File: src/rtl/bram_req_arbiter.sv
// Zero-fills a single-port bit-masked BRAM after reset, then shares it between two req/gnt ports.
// Define BRAM_ARB_RR_EN for round-robin contention; otherwise port 0 has fixed priority.
module bram_req_arbiter #(
  parameter  int RAM_WIDTH = 32,
  parameter  int RAM_DEPTH = 1024,
  localparam int AW        = $clog2(RAM_DEPTH)
) (
  input  logic                 i_clk,
  input  logic                 i_rst,
  input  logic                 i_req0,
  input  logic [AW-1:0]        i_addr0,
  input  logic                 i_we0,
  input  logic [RAM_WIDTH-1:0] i_wstrb0,
  input  logic [RAM_WIDTH-1:0] i_wdata0,
  input  logic                 i_req1,
  input  logic [AW-1:0]        i_addr1,
  input  logic                 i_we1,
  input  logic [RAM_WIDTH-1:0] i_wstrb1,
  input  logic [RAM_WIDTH-1:0] i_wdata1,
  output logic                 o_gnt0,
  output logic                 o_gnt1,
  output logic                 o_rvalid0,
  output logic                 o_rvalid1,
  output logic [RAM_WIDTH-1:0] o_rdata0,
  output logic [RAM_WIDTH-1:0] o_rdata1,
  output logic                 o_init_done,
  output logic                 o_ram_cs,
  output logic [AW-1:0]        o_ram_addr,
  output logic                 o_ram_we,
  output logic [RAM_WIDTH-1:0] o_ram_wstrb,
  output logic [RAM_WIDTH-1:0] o_ram_din,
  input  logic [RAM_WIDTH-1:0] i_ram_dout,
  input  logic                 i_ram_ready
);

  typedef enum logic [0:0] {
    ST_INIT = 1'b0,
    ST_RUN  = 1'b1
  } state_t;

  localparam logic [AW-1:0] LAST_ADDR = AW'(RAM_DEPTH - 1);

  state_t        r_state;
  logic [AW-1:0] r_init_cnt;
  logic          r_init_done;
  logic          r_pend;
  logic          r_owner;
  logic          w_gnt0;
  logic          w_gnt1;
  logic          w_p0_wins;

`ifdef BRAM_ARB_RR_EN
  logic          r_last;
  // Port 0 wins contention whenever port 1 was the last one granted.
  assign w_p0_wins = r_last;
`else
  assign w_p0_wins = 1'b1;
`endif

  // Grant selection: only in RUN and only while the RAM can take an access.
  always_comb begin
    w_gnt0 = 1'b0;
    w_gnt1 = 1'b0;
    if (!i_rst && (r_state == ST_RUN) && i_ram_ready) begin
      if (i_req0 && (!i_req1 || w_p0_wins)) begin
        w_gnt0 = 1'b1;
      end else if (i_req1) begin
        w_gnt1 = 1'b1;
      end else begin
        w_gnt0 = 1'b0;
      end
    end else begin
      w_gnt0 = 1'b0;
      w_gnt1 = 1'b0;
    end
  end

  // RAM port mux: zero-fill pattern in INIT, granted requester in RUN, idle zeros otherwise.
  always_comb begin
    o_ram_cs    = 1'b0;
    o_ram_we    = 1'b0;
    o_ram_addr  = '0;
    o_ram_wstrb = '0;
    o_ram_din   = '0;
    if (i_rst) begin
      o_ram_cs = 1'b0;
    end else if (r_state == ST_INIT) begin
      o_ram_cs    = i_ram_ready;
      o_ram_we    = i_ram_ready;
      o_ram_addr  = r_init_cnt;
      o_ram_wstrb = '1;
      o_ram_din   = '0;
    end else if (w_gnt0) begin
      o_ram_cs    = 1'b1;
      o_ram_we    = i_we0;
      o_ram_addr  = i_addr0;
      o_ram_wstrb = i_wstrb0;
      o_ram_din   = i_wdata0;
    end else if (w_gnt1) begin
      o_ram_cs    = 1'b1;
      o_ram_we    = i_we1;
      o_ram_addr  = i_addr1;
      o_ram_wstrb = i_wstrb1;
      o_ram_din   = i_wdata1;
    end else begin
      o_ram_cs = 1'b0;
    end
  end

  // Init/run FSM with zero-fill counter, read-return tracking and arbitration pointer.
  always_ff @(posedge i_clk or posedge i_rst) begin
    if (i_rst) begin
      r_state     <= ST_INIT;
      r_init_cnt  <= '0;
      r_init_done <= 1'b0;
      r_pend      <= 1'b0;
      r_owner     <= 1'b0;
`ifdef BRAM_ARB_RR_EN
      r_last      <= 1'b1;
`endif
    end else begin
      case (r_state)
        ST_INIT: begin
          r_pend <= 1'b0;
          if (i_ram_ready) begin
            if (r_init_cnt == LAST_ADDR) begin
              r_state     <= ST_RUN;
              r_init_cnt  <= '0;
              r_init_done <= 1'b1;
            end else begin
              r_init_cnt <= r_init_cnt + AW'(1);
            end
          end
        end
        ST_RUN: begin
          r_pend <= (w_gnt0 & ~i_we0) | (w_gnt1 & ~i_we1);
          if (w_gnt0 | w_gnt1) begin
            r_owner <= w_gnt1;
`ifdef BRAM_ARB_RR_EN
            r_last  <= w_gnt1;
`endif
          end
        end
        default: begin
          r_state     <= ST_INIT;
          r_init_cnt  <= '0;
          r_init_done <= 1'b0;
          r_pend      <= 1'b0;
        end
      endcase
    end
  end

  assign o_gnt0      = w_gnt0;
  assign o_gnt1      = w_gnt1;
  assign o_rvalid0   = r_pend & ~r_owner;
  assign o_rvalid1   = r_pend & r_owner;
  assign o_rdata0    = i_ram_dout;
  assign o_rdata1    = i_ram_dout;
  assign o_init_done = r_init_done;

endmodule
File: config.mk
export PLATFORM = sky130hd
export DESIGN_NAME = bram_req_arbiter
export DESIGN_NICKNAME = d
export VERILOG_FILES = /design/src/rtl/bram_req_arbiter.sv
export SDC_FILE = /design/constraint.sdc
export NUM_CORES = 1
export LEC_CHECK = 0
export ABC_AREA = 0
export CAP_MARGIN = 10
export CORE_AREA = 2 2 127 129
export DETAILED_ROUTE_END_ITERATION = 12
export DIE_AREA = 0 0 129 131
export PLACE_DENSITY = 0.64
export REMOVE_ABC_BUFFERS = 1
export SETUP_SLACK_MARGIN = 0.2
export SKIP_LAST_GASP = 1
export SLEW_MARGIN = 0
export SYNTH_ARGS = -nofsm -noshare
export SYNTH_HDL_FRONTEND = slang
export SYNTH_SLANG_ARGS = --single-unit
File: constraint.sdc
create_clock -name i_clk -period 2.2 [get_ports i_clk]
set_clock_uncertainty 0.15 [all_clocks]
set_input_delay 0.44 -clock i_clk [delete_from_list [all_inputs] [get_ports i_clk]]
set_output_delay 0.44 -clock i_clk [all_outputs]
set_load 0.03 [all_outputs]
Word-level counts from Yosys, hierarchy flattened
Index checks and enable logic that the tools add are counted.
Widths: inputs -> output; s select.

storage, ports and cells
  bits in registers = 14
  bits in latches = 0
  bits in writable memories = 0
  ROM bits = 0
  bits of input ports = 187
  output and inout port bits = 145
  word-level logic and storage cells = 53
  memories = 0

cells by class
  add/sub/neg operators = 1
  multipliers = 0
  div/mod/pow operators = 0
  magnitude comparators = 0
  eq/ne operators = 1
  shift-type cells = 0
  mux-type cells = 30
  bitwise gates (word level) = 10
  reduce and logical (&&, ||, !) cells = 6

operator list
  kind                   number
  $mux 32                8
  $mux 10                5
  $mux 1                 16
  $add 10x1->10 const B  1
  $eq 10x10->1 const B   1
  $and 1x1->1            4
  $not 1->1              4
  $reduce_and 2->1       2
  $reduce_and 3->1       1
  $logic_and 1x1->1      2
  $or 1x1->1             2
  $pmux 1 s2             1
  $logic_not 1->1        1

Depth between registers and ports, before layout
  depth in word-level cells = 8
  gate-level depth with buffers = 7
  gate-level depth less buffers = 5

Worst setup path before layout
OpenSTA, ideal clock, no wires.

  kind = input -> output
  from = in i_ram_ready
  to = out o_ram_we
  arrival time = 2.159 ns
  required time = 1.610 ns
  setup slack = -0.549 ns
  stages on the path = 3
  buffers on the path = 0
  cells stage by stage = nor2b_4 > a21boi_0 > a21boi_0

on the way
  word-level cells in the longest chain between the ends = 6
  elaborated cells on any way between the ends = 7
  those cells by class = 6 x mux; 1 x reduce/logical

ends and longest elaborated chain
  element            RTL line  RTL
  start, declared    33        input logic i_ram_ready
  $logic_and 1x1->1  64        if (!i_rst && (r_state == ST_RUN) && i_ram_ready) begin
  $mux 1             64
  $mux 1             99        end else if (w_gnt1) begin
  $mux 1             93        end else if (w_gnt0) begin
  $mux 1 *           87        end else if (r_state == ST_INIT) begin
  $mux 1 *           85        if (i_rst) begin
  end, declared      29        output logic o_ram_we,

Every way passes the cells marked *; elsewhere a longest branch is shown, timed or not.

Worst setup path in the final report
  from = reg r_state
  to = out o_ram_wstrb[23]

on the way
  word-level cells in the longest chain between the ends = 7
  elaborated cells on any way between the ends = 8
  those cells by class = 6 x mux; 2 x reduce/logical

ends and longest elaborated chain
  element                          RTL line  RTL
  start, declared                  43        state_t r_state;
  start signal, assigned           113       r_state <= ST_INIT;
  start signal, assigned           127       r_state <= ST_RUN;
  start signal, assigned           145       r_state <= ST_INIT;
  $logic_and 1x1->1 (2 in series)  64
  $mux 1                           64
  $mux 32                          99
  $mux 32                          93
  $mux 32 *                        87
  $mux 32 *                        85
  end, declared                    30        output logic [RAM_WIDTH-1:0] o_ram_wstrb,

Marked as above.

==> out/qor.tcl <==
set qor(drv_cap) 0
set qor(post_drt_via_cell_ratio) 4.612
set qor(ff_latch_area_sq_um) 351.6
set qor(multi_input_area_sq_mm) 0.001329
set qor(yosysWarnings) 0
set qor(max_stage_delay_ps) 420
set qor(place.detailed.instances) 624
set qor(met3_usage_pct) 13.19
set qor(initial_core_util_pct) 13.28
set qor(arrival_ps) 1820
set qor(grt_first_pass_wirelength_mm) 24.24
set qor(cp-start-kind) {register}
set qor(post_synth_num_cell_types) 34
set qor(power_leakage_nw) 2.388
set qor(maxSlewHeadroom_pct) 63.36
set qor(n_antenna_cell) 0
set qor(dr.pass1.iters) 5
set qor(post_synth_main_area_contributors) {sky130_fd_sc_hd__buf_4 (24%), sky130_fd_sc_hd__dfrtp_1 (17%), sky130_fd_sc_hd__a221o_1 (16%)}
set qor(report.final.slew_viol_count) 0
set qor(hold_path_class) {primary input to async pin}
set qor(final-hold-violation-count) 0
set qor(grt.met2_usage_pct) 34.36
set qor(die_h_um) 131
set qor(fin_ws_ps) -208.9
set qor(cp.buffers_inverters) 3
set qor(fmaxAchievable_mhz) 415.1
set qor(failing_checks) {setup timing}
set qor(numCtsBuffers) 3
set qor(synth_area_leader_cell) {sky130_fd_sc_hd__buf_4}
set qor(worst_pin_slew_ps) 548.3
set qor(setup_viol_count_final) 76
set qor(critPathCaptureType) {primary output}
set qor(grt.total_usage_pct) 21.35
set qor(h-tree-depth) 1
set qor(final_nets) 624
set qor(synthesis.area_per_instance_sq_um) 8.492
set qor(drtAntennaViolNets) 0
set qor(std_cell_core_area_sq_mm) 0.01560
set qor(crit_fanout) 12
set qor(cts.sink_count) 14
set qor(drt_iter0_drc) 173
set qor(areaGrowthSynthToFinish_pct) 161.0
set qor(final_area_sq_mm) 0.005408
set qor(fp-row-count) 46
set qor(busiest_layer) {met2}
set qor(route.vias.total) 2998
set qor(ioPinCount) 332
set qor(timing.final.crit_share_pct) 109.5
set qor(result_of_the_run) {complete, but fails checks}
set qor(timing.final.crit_period_ps) 2409
set qor(layout.filler_cells) 1502
set qor(timing.setup.critical_path_class) {register to primary output}
set qor(globalplace.congestion) 0.8340
set qor(grt-ovfl-total) 0
set qor(fin_cells) 650
set qor(cts_buffer_depth) 2
set qor(die_w_um) 129
set qor(placement.cell_area_sq_mm) 0.004532
set qor(routedWlPerCell_um) 30.27
set qor(flip_flop_cell_with_the_highest_count_after_synthesis) {sky130_fd_sc_hd__dfrtp_1}
set qor(share_of_post_route_cells_with_drive_strength_above_1_pct) 35.94
set qor(async_flop_share_pct) 100.0
set qor(synth.top_cell.area_share_pct) 23.55
set qor(first_global_vias) 3048
set qor(irDropWorstVdd_v) 0.0001915
set qor(tritoncts_clock_tree) {built}
set qor(drt_wl_total_mm) 19.68
set qor(synth.ff_latch_count) 14
set qor(library_cell_with_the_highest_instance_count_after_synthesis) {sky130_fd_sc_hd__buf_4}
set qor(die_area_sq_mm) 0.01690
set qor(rr_endpoint) {r_init_cnt[5]}
set qor(crit_chain) {nor2b_4 -> and3_4 -> buf_12 -> buf_16 -> a221o_1 -> buf_12}
set qor(place_hpwl_mm) 14.87
set qor(grt_setup_unrepaired) {yes}
set qor(r2r_slack_ps) 390
set qor(gr-usage-met1_pct) 19.71
set qor(critical_path.top_delay_family) {buffers and inverters}
set qor(antenna_violations_before_repair) 0
set qor(synth-edff-count) 0
set qor(worstRegToRegCells) 6
set qor(setup_tns_ps) -9321
set qor(worst_path_max_delay_cell) {sky130_fd_sc_hd__dfrtp_2}
set qor(worst_r2r_startpoint) {r_state}
set qor(seq_area_frac_synth_pct) 16.91
set qor(post_synthesis_instance_total) 244
set qor(remaining_drc_errors) 0
set qor(synthesis.area_sq_mm) 0.002072
set qor(worst_setup_hold_path_clk_slew_ps) 50
set qor(synth_common_cells) {sky130_fd_sc_hd__buf_4 (65), sky130_fd_sc_hd__a22o_1 (34), sky130_fd_sc_hd__a221o_1 (33)}
set qor(clock_insertion_delay_worst_skew_ps) 250
set qor(critical_path.most_common_cell) {sky130_fd_sc_hd__buf_12}
set qor(p_per_area_mw_per_mm2) 281.6
set qor(cts.root.buffer_cell) {sky130_fd_sc_hd__clkbuf_16}
set qor(worstPathRequired_ps) 1610
set qor(placement.io_buffers) 235
set qor(grt_max_degree) 22
## logic make-up after synthesis
logic type,synth area share [%]
buffers and inverters,31.70
multiplexers,0.4831
AO/OA/AOI/OAI,38.89
adder cells (fa/ha/maj),0.6038
AND/OR/NAND/NOR,9.299
XOR/XNOR,2.113
flip-flops,16.91
## how the worst max path moves through the flow
| stage | cells after the start | to | startpoint |
|---|---|---|---|
| 3_5_place_dp | 5 | o_ram_addr[5] | i_rst |
| 6_report | 6 | o_ram_wstrb[23] | r_state |
| 4_1_cts | 6 | o_ram_wstrb[24] | r_state |
| 3_3_place_gp | 5 | o_ram_addr[5] | i_rst |
| 5_1_grt | 6 | o_ram_wstrb[23] | r_state |
| 2_1_floorplan | 5 | o_ram_addr[1] | i_ram_ready |
## metal layers
layer  wire length, um  vias up
met5                70        -
met4              1574        2
met3              2822       38
met2              9070      237
met1              6137     1462
li1                  -     1259
## tightest hold or removal path, delay by kind of cell
kind / cells / cell delay (ps)
buffers and inverters: 4 / 580
## state kept, by name, indices dropped and copies added (netlist names)
register / cells
r_pend: 1
r_state: 1
o_init_done: 1
r_init_cnt: 10
r_owner: 1
## power breakdown
group,switching (mW),internal [mW]
Combinational,0.331,0.482
Sequential,0.0668,0.301
Clock,0.104,0.238
## repair_timing
action,CTS,global route
pin swaps,57,17
setup buffers,8,4
resized for setup,97,8
endpoints found under the setup margin,80,78
hold buffers,0,0
gates cloned,10,1
## through the flow
step	utilization [%]	hold WS (ps)	setup slack (ps)	power, mW
2_1_floorplan	-	187.6	-881.1	0.6167
3_3_place_gp	29.05	297.6	-543.4	1.115
3_5_place_dp	29.05	295.9	-670.4	1.129
4_1_cts	33.85	252.4	-173.2	1.516
5_1_grt	34.67	306.4	-247.2	1.584
6_report	34.67	268.1	-208.9	1.523
## layout make-up
class,instances,area share [%]
Inverter,13,1.041
Clock buffer,3,1.388
Sequential cell,14,6.502
Multi-Input combinational cell,132,24.57
Tap cell,216,4.998
Timing Repair Buffer,272,61.50
## placed cells by master (no fill, tap or decap), types with 3 or more instances in the layout
cell type,count
sky130_fd_sc_hd__dfrtp_1,13
sky130_fd_sc_hd__a22o_1,10
sky130_fd_sc_hd__a222oi_1,8
sky130_fd_sc_hd__inv_1,12
sky130_fd_sc_hd__clkbuf_16,4
sky130_fd_sc_hd__buf_6,44
sky130_fd_sc_hd__a22o_4,24
sky130_fd_sc_hd__xnor2_1,5
sky130_fd_sc_hd__buf_16,7
sky130_fd_sc_hd__dlygate4sd2_1,3
sky130_fd_sc_hd__clkdlybuf4s50_1,151
sky130_fd_sc_hd__buf_12,44
sky130_fd_sc_hd__a221o_1,33
sky130_fd_sc_hd__buf_4,20
sky130_fd_sc_hd__a31oi_1,3
sky130_fd_sc_hd__and3_1,5
sky130_fd_sc_hd__a21o_1,4
sky130_fd_sc_hd__nand2_1,9
sky130_fd_sc_hd__nor2_4,3
(Power assumes the default switching activity.)
